--- src/rtl/logic_op_pkg.sv ---
// logic_op_pkg: shared types and the reference operator for logic_op_pipe.
//   op_e      : operation select encoding (XOR/AND/OR/XNOR).
//   OP_MAX_W  : widest operand apply_op handles; callers zero-extend narrower
//               operands and keep the low bits of the result.
//   apply_op  : bitwise a op b, used by the RTL datapath and by reference models.
package logic_op_pkg;

  typedef enum logic [1:0] {
    OP_XOR  = 2'd0,
    OP_AND  = 2'd1,
    OP_OR   = 2'd2,
    OP_XNOR = 2'd3
  } op_e;

  localparam int unsigned OP_MAX_W = 64;

  function automatic logic [OP_MAX_W-1:0] apply_op(
    input logic [OP_MAX_W-1:0] a,
    input logic [OP_MAX_W-1:0] b,
    input op_e                 op
  );
    case (op)
      OP_XOR:  return a ^ b;
      OP_AND:  return a & b;
      OP_OR:   return a | b;
      OP_XNOR: return ~(a ^ b);
      default: return '0;
    endcase
  endfunction

endpackage

--- src/rtl/logic_op_pipe_stage.sv ---
// pipe_stage: one valid/payload register slice of an elastic pipeline.
//   clk, rst_n : clock, asynchronous active-low reset
//   up_valid   : upstream slice (or input) holds a beat
//   up_data    : upstream payload
//   ready_dn   : downstream can take this slice's beat
//   ready_up   : this slice can take a beat (empty, or draining this cycle)
//   valid/data : registered beat presented downstream
module pipe_stage #(
  parameter int unsigned PW = 8
) (
  input  logic          clk,
  input  logic          rst_n,
  input  logic          up_valid,
  input  logic [PW-1:0] up_data,
  input  logic          ready_dn,
  output logic          ready_up,
  output logic          valid,
  output logic [PW-1:0] data
);

  assign ready_up = !valid || ready_dn;

  always_ff @(posedge clk or negedge rst_n) begin
    if (!rst_n) begin
      valid <= 1'b0;
      data  <= '0;
    end else if (ready_up) begin
      valid <= up_valid;
      // Payload only moves with a real beat, so an empty slot keeps its last value.
      if (up_valid) begin
        data <= up_data;
      end
    end
  end

endmodule

--- src/rtl/logic_op_pipe.sv ---
// logic_op_pipe: STAGES-deep registered pipeline computing a bitwise op of two
// WIDTH-bit operands, with valid/ready on both sides and a wrapping count of
// delivered results.
//   clk, rst_n            : clock, asynchronous active-low reset
//   in_valid/in_ready     : input handshake
//   in_a, in_b, in_op     : operands and op select (0 XOR, 1 AND, 2 OR, 3 XNOR)
//   out_valid/out_ready   : output handshake
//   out_data, out_op      : result and the op that produced it
//   out_count             : results delivered since reset, modulo 2^COUNT_W
//   out_parity            : XOR-reduction of out_data (only with
//                           LOGIC_OP_PIPE_PARITY_EN defined)
// WIDTH must not exceed logic_op_pkg::OP_MAX_W.
module logic_op_pipe
  import logic_op_pkg::*;
#(
  parameter int unsigned WIDTH   = 8,
  parameter int unsigned STAGES  = 2,
  parameter int unsigned COUNT_W = 16
) (
  input  logic               clk,
  input  logic               rst_n,
  input  logic               in_valid,
  output logic               in_ready,
  input  logic [WIDTH-1:0]   in_a,
  input  logic [WIDTH-1:0]   in_b,
  input  logic [1:0]         in_op,
  output logic               out_valid,
  input  logic               out_ready,
  output logic [WIDTH-1:0]   out_data,
  output logic [1:0]         out_op,
  output logic [COUNT_W-1:0] out_count
`ifdef LOGIC_OP_PIPE_PARITY_EN
  ,
  output logic               out_parity
`endif
);

`ifdef LOGIC_OP_PIPE_PARITY_EN
  localparam int unsigned PW = WIDTH + 3;
`else
  localparam int unsigned PW = WIDTH + 2;
`endif

  logic [WIDTH-1:0] result;
  logic [STAGES:0]  vld;
  logic [PW-1:0]    pay [STAGES+1];

  assign result = WIDTH'(apply_op(OP_MAX_W'(in_a), OP_MAX_W'(in_b), op_e'(in_op)));

  // Payload layout: {[parity,] op, data}. Parity is formed at the input and
  // carried along so the last stage registers it together with the data.
`ifdef LOGIC_OP_PIPE_PARITY_EN
  assign pay[0] = {^result, in_op, result};
`else
  assign pay[0] = {in_op, result};
`endif
  assign vld[0] = in_valid;

  // Each slice keeps its own ready signals so the backward ready chain is a
  // sequence of distinct nets rather than one self-referencing vector.
  for (genvar k = 0; k < STAGES; k++) begin : g_st
    logic rdy_up;
    logic rdy_dn;

    if (k == STAGES - 1) begin : g_last
      assign rdy_dn = out_ready;
    end else begin : g_mid
      assign rdy_dn = g_st[k+1].rdy_up;
    end

    pipe_stage #(
      .PW(PW)
    ) u_stage (
      .clk      (clk),
      .rst_n    (rst_n),
      .up_valid (vld[k]),
      .up_data  (pay[k]),
      .ready_dn (rdy_dn),
      .ready_up (rdy_up),
      .valid    (vld[k+1]),
      .data     (pay[k+1])
    );
  end

  assign in_ready  = g_st[0].rdy_up;
  assign out_valid = vld[STAGES];
  assign out_data  = pay[STAGES][WIDTH-1:0];
  assign out_op    = pay[STAGES][WIDTH+1:WIDTH];
`ifdef LOGIC_OP_PIPE_PARITY_EN
  assign out_parity = pay[STAGES][WIDTH+2];
`endif

  always_ff @(posedge clk or negedge rst_n) begin
    if (!rst_n) begin
      out_count <= '0;
    end else if (out_valid && out_ready) begin
      out_count <= out_count + COUNT_W'(1);
    end
  end

endmodule

--- config.mk ---
export PLATFORM = sky130hd
export DESIGN_NAME = logic_op_pipe
export DESIGN_NICKNAME = d
export VERILOG_FILES = /design/src/rtl/logic_op_pkg.sv /design/src/rtl/logic_op_pipe_stage.sv /design/src/rtl/logic_op_pipe.sv
export SDC_FILE = /design/constraint.sdc
export NUM_CORES = 1
export LEC_CHECK = 0
export BUFFER_PORTS_ARGS = -buffer_cell sky130_fd_sc_hd__buf_2
export CELL_PAD_IN_SITES_DETAIL_PLACEMENT = 1
export CELL_PAD_IN_SITES_GLOBAL_PLACEMENT = 2
export CORE_MARGIN = 2
export CORE_UTILIZATION = 35
export CTS_BUF_LIST = sky130_fd_sc_hd__clkbuf_8
export CTS_CLUSTER_DIAMETER = 100
export DETAILED_ROUTE_END_ITERATION = 8
export PLACE_DENSITY_LB_ADDON = 0.05
export SLEW_MARGIN = 10
export SYNTH_ARGS = -nofsm -noshare
export SYNTH_HDL_FRONTEND = slang
export SYNTH_SLANG_ARGS = --single-unit
--- constraint.sdc ---
create_clock -name clk -period 2 [get_ports clk]
set_clock_uncertainty 0.2 [all_clocks]
set_input_delay 0 -clock clk [delete_from_list [all_inputs] [get_ports clk]]
set_output_delay 0 -clock clk [all_outputs]
set_load 0.02 [all_outputs]
Word level (Yosys, flattened, before mapping)

Index checks and enable logic that the tools add are counted.

Add/sub/neg operators: 1
Muxes and demuxes: 1
Reduce and logical (&&, ||, !) cells: 8
Equality and inequality tests: 3
Bitwise gates (word level): 4

Operators by type and width:

| operator                | number |
|---|---|
| $pmux W8 S4             | 1 |
| $add A16 B1 Y16 const B | 1 |
| $and A8 B8 Y8           | 1 |
| $not A8 Y8              | 1 |
| $or A8 B8 Y8            | 1 |
| $xor A8 B8 Y8           | 1 |
| $eq A2 B2 Y1 const B    | 2 |
| $reduce_and A2 Y1       | 2 |
| $eq A2 B1 Y1 const B    | 1 |
| $logic_not A1 Y1        | 2 |
| $logic_not A2 Y1        | 1 |
| $logic_or A1 B1 Y1      | 2 |
| $logic_and A1 B1 Y1     | 1 |

Register bits after elaboration: 38
Output and inout port bits: 28
Input bits: 22
Logic and storage cells: 22

Longest topological paths before layout

Gate-level depths: netlist of the first run.

Depth after elaboration: 4
Gate-level depth with buffers: 6

By module

From an unflattened synthesis of the first run, not the netlist that was laid out.

Cell total of the unflattened synthesis: 178
Area, all modules: 2162.1 sq um

By module, submodules not included:

| module        | cells each | times used | area an instance (sq um) |
|---|---|---|---|
| logic_op_pipe | 130        | 1          | 1231.2 |
| pipe_stage    | 24         | 2          | 465.4 |

Least setup slack after synthesis of the first run

Ideal clock, no wire load.

Kind: flip-flop to flip-flop
Start point: register g_st[1].u_stage.valid
End point: register g_st[0].u_stage.data[8]
Arrival: 1421 ps
Path slack: 254 ps
Cell stages (with the launch flop): 4
Cells stage by stage: dfrtp_1 nand3b_1 nand2_1 mux2_2

Word-level cells in the longest chain between the ends: 4

Ends and longest elaborated chain:

| element                         | line                      | text |
|---|---|---|
| from (decl)                     | logic_op_pipe_stage.sv:17 | `output logic valid,` |
| from (signal assigned)          | logic_op_pipe_stage.sv:28 | `valid <= up_valid;` |
| $logic_not A1 Y1                | logic_op_pipe_stage.sv:21 | `assign ready_up = !valid \|\| ready_dn;` |
| $logic_or A1 B1 Y1 (2 in a row) | logic_op_pipe_stage.sv:21 |  |
| named net in_ready              | logic_op_pipe.sv:23       | `output logic in_ready,` |
| $reduce_and A2 Y1 (no line)     | n/a                       |  |
| to (signal assigned)            | logic_op_pipe_stage.sv:31 | `data <= up_data;` |
| to (decl)                       | logic_op_pipe_stage.sv:18 | `output logic [PW-1:0] data` |

The timed path passes the listed nets, and every way through them passes these cells.
A chain may end at the register's enable or synchronous reset.

Worst setup path after layout of the first run

Start point: register out_count[0]
End point: register out_count[12]

Word-level cells in the longest chain between the ends: 1

Ends and longest elaborated chain:

| element                | line                | text |
|---|---|---|
| from (decl)            | logic_op_pipe.sv:31 | `output logic [COUNT_W-1:0] out_count` |
| from (signal assigned) | logic_op_pipe.sv:97 | `out_count <= out_count + COUNT_W'(1);` |
| $add A16 B1 Y16        | logic_op_pipe.sv:97 |  |

No other way between the ends.

==> flow_metrics.py, run 1 <==
metrics = {
    "cts": {
        "cts_sinks": 38,
        "cts_resized": 0,
        "insertion_delay_ns": 0.27,
        "cts_root_buffer": "clkbuf_8",
        "clk_pin_slew_worst_paths_ns": 0.07,
        "cts_tree": "yes",
        "clock_path_buffers": 2,
        "cts_buffers": 5,
        "cts_max_level": 2,
        "cts_hold_buf": 5,
        "cts_setup_buffers": 0,
    },
    "critical_path": {
        "worst-setup-path-type": "flop to flop",
        "r2r_slack_ns": 0.37,
        "endpoint_kind": "flop",
        "cp_max_fo": 4,
        "crit_required_ns": 1.96,
        "crit-reg2reg-launch": "out_count[0]",
        "timing.rr.end": "out_count[12]",
        "worstRegToRegCells": 5,
        "crit_arrival_ns": 1.59,
        "crit_path_start_kind": "flop",
    },
    "routing": {
        "first_pass_iters": 4,
        "drt_drc_violations_left": 0,
        "vias_per_cell": 4.766,
        "top_layer_used": "met4",
        "routed_wl_mm": 4.076,
        "vias": 1487,
        "wl_met2_mm": 2.062,
        "drt_iter0_drc": 19,
        "ant_nets": 0,
        "wl_met1_mm": 1.775,
        "wl_met3_um": 168,
        "wl_per_cell_um": 13.06,
    },
    "synthesis": {
        "synth_area_sq_um": 2047,
        "synth.area.mux_share_pct": 14.85,
        "synthAdderAreaFrac_pct": 10.39,
        "syn-num-nets": 221,
        "synth-seq-area-share_pct": 46.45,
        "synth_top_family_by_area": "multiplexers",
        "syn_inst": 182,
        "synth_compound_area_share_pct": 4.462,
        "ys.warnings.count": 0,
        "ys_ff_latch": 38,
        "synth.distinct_cells": 28,
        "yosys.area_share.simple_pct": 13.26,
        "avgSynthCellArea_sq_um": 11.25,
        "synthXorXnorAreaFrac_pct": 6.418,
    },
    "floorplan": {
        "die_area_sq_um": 6476,
        "die_h_um": 80.48,
        "initial_core_util_pct": 36.72,
        "rows": 27,
        "die_w_um": 80.48,
        "core_sq_um": 5574,
        "ios": 50,
    },
    "sta": {
        "post-route-period-util_pct": 81.59,
        "setup_tns_ns": 0,
        "rsz0062_at_grt": "false",
        "relSlewSlack_pct": 44.02,
        "fmax_mhz": 612.8,
        "final_max_slew_viol_count": 0,
        "setup_viol": 0,
        "worst_pin_slew_ns": 0.8398,
        "hold_viol_final": 0,
        "fin_crit_ns": 1.632,
    },
    "power_and_ir_drop": {
        "power_density_nw_per_um2": 876.2,
        "seqPwrFrac_pct": 48.8,
        "pwr-share-comb_pct": 30.1,
        "pwr-share-clk_pct": 21.0,
        "sw_frac_of_total_pct": 34.49,
        "cell_internal_pwr_mw": 1.432,
        "p_leak_nw": 1.251,
        "switchingPower_mw": 0.7539,
        "peakVddDrop_uv": 480.3,
    },
    "cells_and_area": {
        "final_cells": 312,
        "layout_commonest_cell": "buf_2",
        "final_cell_mix": "49 x buf_2, 38 x dfrtp_1, 22 x nand2_1, 20 x mux2_2, 18 x inv_1",
        "drive_above_1_share_pct": 33.33,
        "fin_nets": 279,
        "syn2layout_area_growth_pct": 21.88,
        "antenna_cells": 0,
    },
    "outcome": {
        "outcome": "finished clean",
    },
    "flow_run": {
        "cap_violations": 0,
    },
    "placement": {
        "dp_hpwl_mm": 3.205,
        "port_buffers": 49,
        "dp_cells": 300,
        "routabilityCongestion": 0.6913,
    },
    "global_routing": {
        "antenna_found_initial": 0,
        "grt_pass1_wl_mm": 6.955,
        "grt_pass1_vias": 1545,
        "overflow": 0,
        "grtUsageTotal_pct": 13.86,
        "grt_start_max_net_pins": 39,
    },
    "worst_hold_path": {
        "min_path_cells": 5,
        "holdCritPathClass": "input port to flop",
        "min_to": "g_st[0].u_stage.data[6]",
        "worstHoldStart": "in_a[6]",
    },
}
registers in the layout, indices dropped and copies added (netlist names):
register and flops:
g_st.u_stage.valid 2, out_count 16, g_st.u_stage.data 20
worst max-delay path by stage:
stage / end / from / slack, ns / depth (start not counted)
2_1_floorplan: g_st[0].u_stage.data[8] / g_st[1].u_stage.valid / 0.25 / 3
3_3_place_gp: g_st[1].u_stage.data[7] / g_st[1].u_stage.valid / 0.42 / 3
3_5_place_dp: g_st[1].u_stage.data[8] / g_st[1].u_stage.valid / 0.38 / 3
4_1_cts: g_st[1].u_stage.data[8] / out_ready / 0.36 / 5
5_1_grt: out_count[10] / out_count[0] / 0.27 / 5
6_report: out_count[12] / out_count[0] / 0.37 / 5
critical path, stage by stage (launching register included):
cell and delay (ns):
dfrtp_1 0.40, ha_1 0.20, nand2_1 0.11, nor4_4 0.33, nand3_1 0.14, xnor2_1 0.14
per-stage QoR:
step / instance area (sq um) / hold slack (ns) / total power [mW] / util (%) / setup WS [ns]
5_1_grt: 2495 / 0.1117 / 2.338 / 44.76 / 0.2734
6_report: 2495 / 0.04791 / 2.186 / 44.76 / 0.3682
2_1_floorplan: 2047 / -0.4956 / 1.484 / - / 0.2540
4_1_cts: 2495 / 0.04710 / 2.231 / 44.76 / 0.3599
3_3_place_gp: 2369 / -0.06396 / 1.696 / 42.49 / 0.4163
3_5_place_dp: 2369 / -0.04947 / 1.748 / 42.49 / 0.3786
Yosys cell counts, drive strengths merged:
cell type | count | area, sq um
a21oi | 1 | 5.000
a31oi | 1 | 6.260
and3 | 1 | 6.260
and4 | 1 | 8.760
buf | 3 | 17.52
clkbuf | 1 | 3.750
dfrtp | 38 | 950.9
ha | 17 | 212.7
inv | 17 | 63.81
mux2 | 27 | 304.1
nand2 | 23 | 93.84
nand2b | 4 | 25.02
nand3 | 6 | 30.03
nand3b | 1 | 7.510
nand4 | 3 | 33.78
nor2 | 2 | 7.510
nor2b | 1 | 6.260
nor3 | 2 | 10.01
nor4 | 2 | 42.54
o21ai | 16 | 80.07
xnor2 | 13 | 113.9
xor2 | 2 | 17.52
area by class of cell:
class / instances / area (sq um)
inverter: 17 / 63.81
fill: 648 / 3079
tap: 72 / 90.09
timing repair buffer: 55 / 302.8
multi-input combinational: 123 / 1011
clock inverter: 2 / 7.507
clock buffer: 5 / 68.82
sequential: 38 / 950.9
logic make-up (layout without fill, tap and decap cells):
logic type,Yosys count,after routing
compound gates,18,18
xor+xnor,15,15
fa+ha+maj,17,17
buf+inv,21,79
flops,38,38
mux,27,27
simple gates,46,46
per-layer routing:
layer,global-route usage [%],vias to the layer above
li1,-,726
met1,16.10,717
met2,25.08,37
met3,2.360,7
met4,5.593,0
met5,0,-
power by group through the flow:
stage | clock, mW | sequential (mW) | combinational (mW)
after global placement | 0 | 1.07 | 0.631
after CTS | 0.485 | 1.07 | 0.672
final | 0.459 | 1.07 | 0.659
after global routing | 0.511 | 1.09 | 0.735
after detailed placement | 0 | 1.09 | 0.660
after floorplan | 0 | 1.21 | 0.277
(Power assumes the default switching activity.)
==> run 2, diff against run 1 <==
CORE_UTILIZATION = 32   (was 35)
clock period = 1.5 ns   (was 2 ns; I/O delays follow)
==> run 2 against run 1 <==
The flow now finishes with violations (hold timing, setup timing). Sequential share of layout area decreased by 2.4 points. Final cell count up 6.1%. Count of clock-buffer cells in the layout rose by 1. Die area increased by 8.9%. Sequential power is 32% higher. Worst hold slack got worse by 0.078 ns. Critical endpoint is now out_count[13].
==> flow_metrics.py, run 2 (synthesized netlist as in run 1, its figures left out) <==
metrics = {
    "floorplan": {
        "initial_core_util_pct": 32.61,
        "rows": 29,
        "die_w_um": 83.98,
        "ios": 50,
        "die_area_sq_um": 7053,
        "core_sq_um": 6277,
        "die_h_um": 83.98,
    },
    "cells_and_area": {
        "postLayoutCellArea_sq_um": 2688,
        "antenna_cells": 0,
        "largest_register": "g_st.u_stage.data",
        "fin_nets": 293,
        "syn2layout_area_growth_pct": 31.30,
        "layout_commonest_cell": "buf_2",
        "largestRegisters": "g_st.u_stage.data: 20 flops, out_count: 16 flops, g_st.u_stage.valid: 2 flops",
        "final_cells": 331,
        "largest_reg_flops": 20,
        "drive_above_1_share_pct": 42.91,
        "final_cell_mix": "48 x buf_2, 31 x dfrtp_1, 19 x nand2_1, 18 x mux2_2, 17 x inv_1",
    },
    "sta": {
        "hold_ws_ns": -0.02974,
        "hold_viol_final": 16,
        "final_max_slew_viol_count": 0,
        "fmax_mhz": 665.4,
        "setup_tns_ns": -0.002812,
        "fin_crit_ns": 1.503,
        "setup_viol": 1,
        "rsz0062_at_grt": "true",
        "worst_pin_slew_ns": 0.3902,
        "post-route-period-util_pct": 100.2,
        "relSlewSlack_pct": 73.99,
        "setup_ws_ns": -0.002812,
    },
    "placement": {
        "dp_hpwl_mm": 3.404,
        "port_buffers": 49,
        "dpl_cell_area_sq_um": 2481,
        "dp_cells": 315,
        "routabilityCongestion": 0.7234,
    },
    "routing": {
        "vias": 1518,
        "drt_drc_violations_left": 0,
        "wl_per_cell_um": 13.11,
        "drt_iter0_drc": 34,
        "routed_wl_mm": 4.340,
        "ant_nets": 0,
        "vias_per_cell": 4.586,
        "first_pass_iters": 4,
    },
    "cts": {
        "insertion_delay_ns": 0.28,
        "cts_tree": "yes",
        "cts_buffers": 5,
        "cts_sinks": 38,
        "cts_hold_buf": 4,
        "cts_root_buffer": "clkbuf_8",
        "clock_path_buffers": 2,
        "cts_max_level": 2,
        "clk_pin_slew_worst_paths_ns": 0.07,
    },
    "power_and_ir_drop": {
        "p_leak_nw": 1.343,
        "power_density_nw_per_um2": 1193,
        "peakVddDrop_uv": 681.7,
        "power_mw": 3.206,
    },
    "global_routing": {
        "antenna_found_initial": 0,
        "grt_pass1_wl_mm": 7.907,
        "overflow": 0,
        "grt_pass1_vias": 1670,
        "grtUsageTotal_pct": 13.52,
        "grt_start_max_net_pins": 23,
    },
    "critical_path": {
        "cp_max_fo": 4,
        "crit_path_start_kind": "flop",
        "r2r_slack_ns": -0.003,
        "endpoint_kind": "flop",
        "crit_required_ns": 1.47,
        "crit_arrival_ns": 1.47,
        "worst-setup-path-type": "flop to flop",
    },
    "flow_run": {
        "cap_violations": 0,
    },
    "worst_hold_path": {
        "holdCritPathClass": "input port to asynchronous set/reset pin",
    },
    "outcome": {
        "outcome": "finished, violations left",
        "failed_checks": "hold timing, setup timing",
    },
}
==> run 2: cell types whose count changed in the layout (fill, tap and decap cells not counted), sizes merged <==
cell,change
buf,+15
clkbuf,+1
dlygate4sd3,-1
inv,-1
==> run 2: final timing paths <==
| path | from | endpoint | cells past startpoint |
|---|---|---|---|
| worst max-delay path | out_count[3] | out_count[13] | 4 |
| worst min-delay path | rst_n | out_count[14] | 2 |
| worst max register to register | out_count[3] | out_count[13] | 4 |
| worst min register to register | out_count[15] | out_count[15] | 1 |
| max in group asynchronous | rst_n | g_st[1].u_stage.valid | 3 |
| min in group clk | in_b[6] | g_st[0].u_stage.data[6] | 5 |
==> run 2: cell type report <==
cell class	count	area [sq um]
inverters	17	63.81
clock inverters	1	3.754
well taps	77	96.34
clock buffers	6	82.58
repair buffers	69	427.9
flip-flops and latches	38	959.7
fillers	705	3590
multi-input cells	123	1054
==> run 2: worst max-delay path, stage by stage (launching register included) <==
cell and delay [ns]:
dfrtp_2 0.39, nand4_4 0.15, nor4_4 0.33, nand4_1 0.16, xnor2_1 0.15
==> run 2: per-stage QoR <==
stage | utilization (%) | setup WS [ns]
2_1_floorplan | - | -0.06643
3_5_place_dp | 39.53 | -0.01962
3_3_place_gp | 39.53 | 0.03146
6_report | 42.81 | -0.002812
5_1_grt | 42.81 | -0.09328
4_1_cts | 42.26 | -0.02410
==> run 2: report_power, final <==
part | internal [mW] | switching [mW] | total [mW]
Combinational | 0.532 | 0.592 | 1.12
Sequential | 1.25 | 0.163 | 1.41
Clock | 0.357 | 0.316 | 0.674
==> run 2: repair_timing <==
item / 4_1_cts / 5_1_grt
setup buffers: 4 / 1
pin swaps: 2 / 3
endpoints found under the setup margin: 6 / 26
endpoints found under the hold margin: 53 / 16
gates resized for setup: 3 / 7
==> run 2: layer usage <==
layer	global-route usage (%)	share of wire [%]
met5	0	0
met4	3.959	1.2
met3	2.077	4.0
met2	24.73	52
met1	16.29	43
==> run 3, diff against run 2 <==
CORE_UTILIZATION = 35   (was 32)
clock period = 1.6 ns   (was 1.5 ns; I/O delays follow)
==> run 3 against run 2 <==
The run now ends clean. Non-clock buffer count down 5. Sequential share of layout area up 1.2 points. Power down 8.8%. Critical endpoint is now g_st[0].u_stage.valid. Combinational power down 14%. Final cell count down 2.7%.
==> flow_metrics.py, run 3 (synthesized netlist as in run 1, its figures left out) <==
metrics = {
    "outcome": {
        "outcome": "finished clean",
    },
    "cts": {
        "cts_buffers": 5,
        "cts_root_buffer": "clkbuf_8",
        "clk_pin_slew_worst_paths_ns": 0.07,
        "clock_path_buffers": 2,
        "cts_tree": "yes",
        "cts_sinks": 38,
        "insertion_delay_ns": 0.28,
        "cts_max_level": 2,
    },
    "placement": {
        "port_buffers": 49,
        "dp_slack_ns": -0.03226,
        "dp_hpwl_mm": 3.222,
        "routabilityCongestion": 0.7126,
        "dp_cells": 302,
    },
    "routing": {
        "ant_nets": 0,
        "wl_per_cell_um": 12.72,
        "vias_per_cell": 4.671,
        "routed_wl_mm": 4.097,
        "drt_iter0_drc": 33,
        "first_pass_iters": 4,
        "drt_drc_violations_left": 0,
        "vias": 1504,
    },
    "critical_path": {
        "crit_arrival_ns": 1.51,
        "crit_path_start_kind": "flop",
        "worst-setup-path-type": "flop to flop",
        "endpoint_kind": "flop",
        "cp_max_fo": 5,
        "crit_required_ns": 1.56,
    },
    "floorplan": {
        "die_w_um": 80.48,
        "ios": 50,
        "die_h_um": 80.48,
        "core_sq_um": 5574,
        "rows": 27,
        "initial_core_util_pct": 36.72,
        "die_area_sq_um": 6476,
    },
    "sta": {
        "setup_viol": 0,
        "final_max_slew_viol_count": 0,
        "rsz0062_at_grt": "true",
        "setup_tns_ns": 0,
        "fmax_mhz": 648.9,
        "hold_viol_final": 0,
        "fin_crit_ns": 1.541,
        "worst_pin_slew_ns": 0.4617,
        "relSlewSlack_pct": 69.22,
        "setup_ws_ns": 0.05904,
        "post-route-period-util_pct": 96.31,
    },
    "power_and_ir_drop": {
        "seqPwrFrac_pct": 45.0,
        "peakVddDrop_uv": 547.2,
        "pwr-share-comb_pct": 32.8,
        "cell_internal_pwr_mw": 1.940,
        "pwr-share-clk_pct": 22.2,
        "power_mw": 2.925,
        "p_leak_nw": 1.294,
        "switchingPower_mw": 0.9855,
        "power_density_nw_per_um2": 1127,
        "sw_frac_of_total_pct": 33.69,
    },
    "worst_hold_path": {
        "holdCritPathClass": "input port to flop",
    },
    "cells_and_area": {
        "final_cell_mix": "49 x buf_2, 33 x dfrtp_1, 20 x mux2_2, 19 x nand2_1, 17 x inv_1",
        "layout_commonest_cell": "buf_2",
        "fin_nets": 288,
        "drive_above_1_share_pct": 39.60,
        "largest_register": "g_st.u_stage.data",
        "syn2layout_area_growth_pct": 26.83,
        "final_cells": 322,
        "largest_reg_flops": 20,
        "largestRegisters": "g_st.u_stage.data: 20 flops, out_count: 16 flops, g_st.u_stage.valid: 2 flops",
        "antenna_cells": 0,
    },
    "global_routing": {
        "grt_pass1_wl_mm": 7.307,
        "grt_start_max_net_pins": 39,
        "grt_pass1_vias": 1604,
        "grtUsageTotal_pct": 14.35,
        "antenna_found_initial": 0,
        "overflow": 0,
    },
    "flow_run": {
        "cap_violations": 0,
    },
}
[run 3: cell count changes in the layout (fill, tap and decap cells not counted), sizes merged]
| cell | change |
|---|---|
| dlygate4sd3 | +2 |
| buf | -7 |
| clkinv | +1 |
[run 3: repair_timing]
item	CTS	global route
pin swaps	1	1
endpoints found under the hold margin	48	0
setup endpoints to repair	2	17
hold buffers	6	0
buffers inserted	0	6
gates resized for setup	0	4
[run 3: path summary, 6_finish.rpt]
kind | startpoint | cells after the start | slack (ns) | end
worst max-delay path | g_st[1].u_stage.valid | 3 | 0.06 | g_st[0].u_stage.valid
worst max register to register | g_st[1].u_stage.valid | 3 | 0.06 | g_st[0].u_stage.valid
max in group asynchronous | rst_n | 3 | 0.76 | out_count[3]
min in group asynchronous | rst_n | 3 | 0.09 | out_count[2]
worst min-delay path | in_b[0] | 5 | 0.06 | g_st[0].u_stage.data[0]
worst min register to register | out_count[15] | 1 | 0.27 | out_count[15]
[run 3: metal layers]
layer	vias up	share of wire (%)	track usage, %
met3	5	4.7	2.247
met4	0	1.7	6.102
met1	718	42	16.49
li1	740	-	-
met2	41	52	26.17
met5	-	0	0
[run 3: power by group through the flow]
stage / Clock, mW / Combinational, mW / Sequential (mW)
floorplan: 0 / 0.347 / 1.52
global placement: 0 / 0.825 / 1.33
detailed placement: 0 / 0.859 / 1.35
CTS: 0.679 / 0.876 / 1.33
global route: 0.714 / 1.06 / 1.35
finish: 0.648 / 0.960 / 1.32
[run 3: layout make-up]
type,instances,area (sq um)
clock buffers,6,82.58
clock inverters,2,8.758
fillers,648,2978
inverters,17,63.81
multi-input cells,123,1021
flip-flops and latches,38,957.2
well taps,72,90.09
repair buffers,64,372.9
[run 3: critical path, cell delays in order, from the launching register on]
cell           delay (ns)
dfrtp_2              0.45
nand3b_1             0.15
nand2b_1             0.07
dlygate4sd3_1        0.56
[run 3: stage by stage]
stage | hold slack, ns | cell area, sq um | utilization (%)
after floorplan | -0.4956 | 2054 | -
after global placement | -0.1317 | 2391 | 42.90
after detailed placement | -0.1210 | 2391 | 42.90
after CTS | 0.06159 | 2542 | 45.61
after global routing | 0.1141 | 2596 | 46.58
final | 0.05872 | 2596 | 46.58
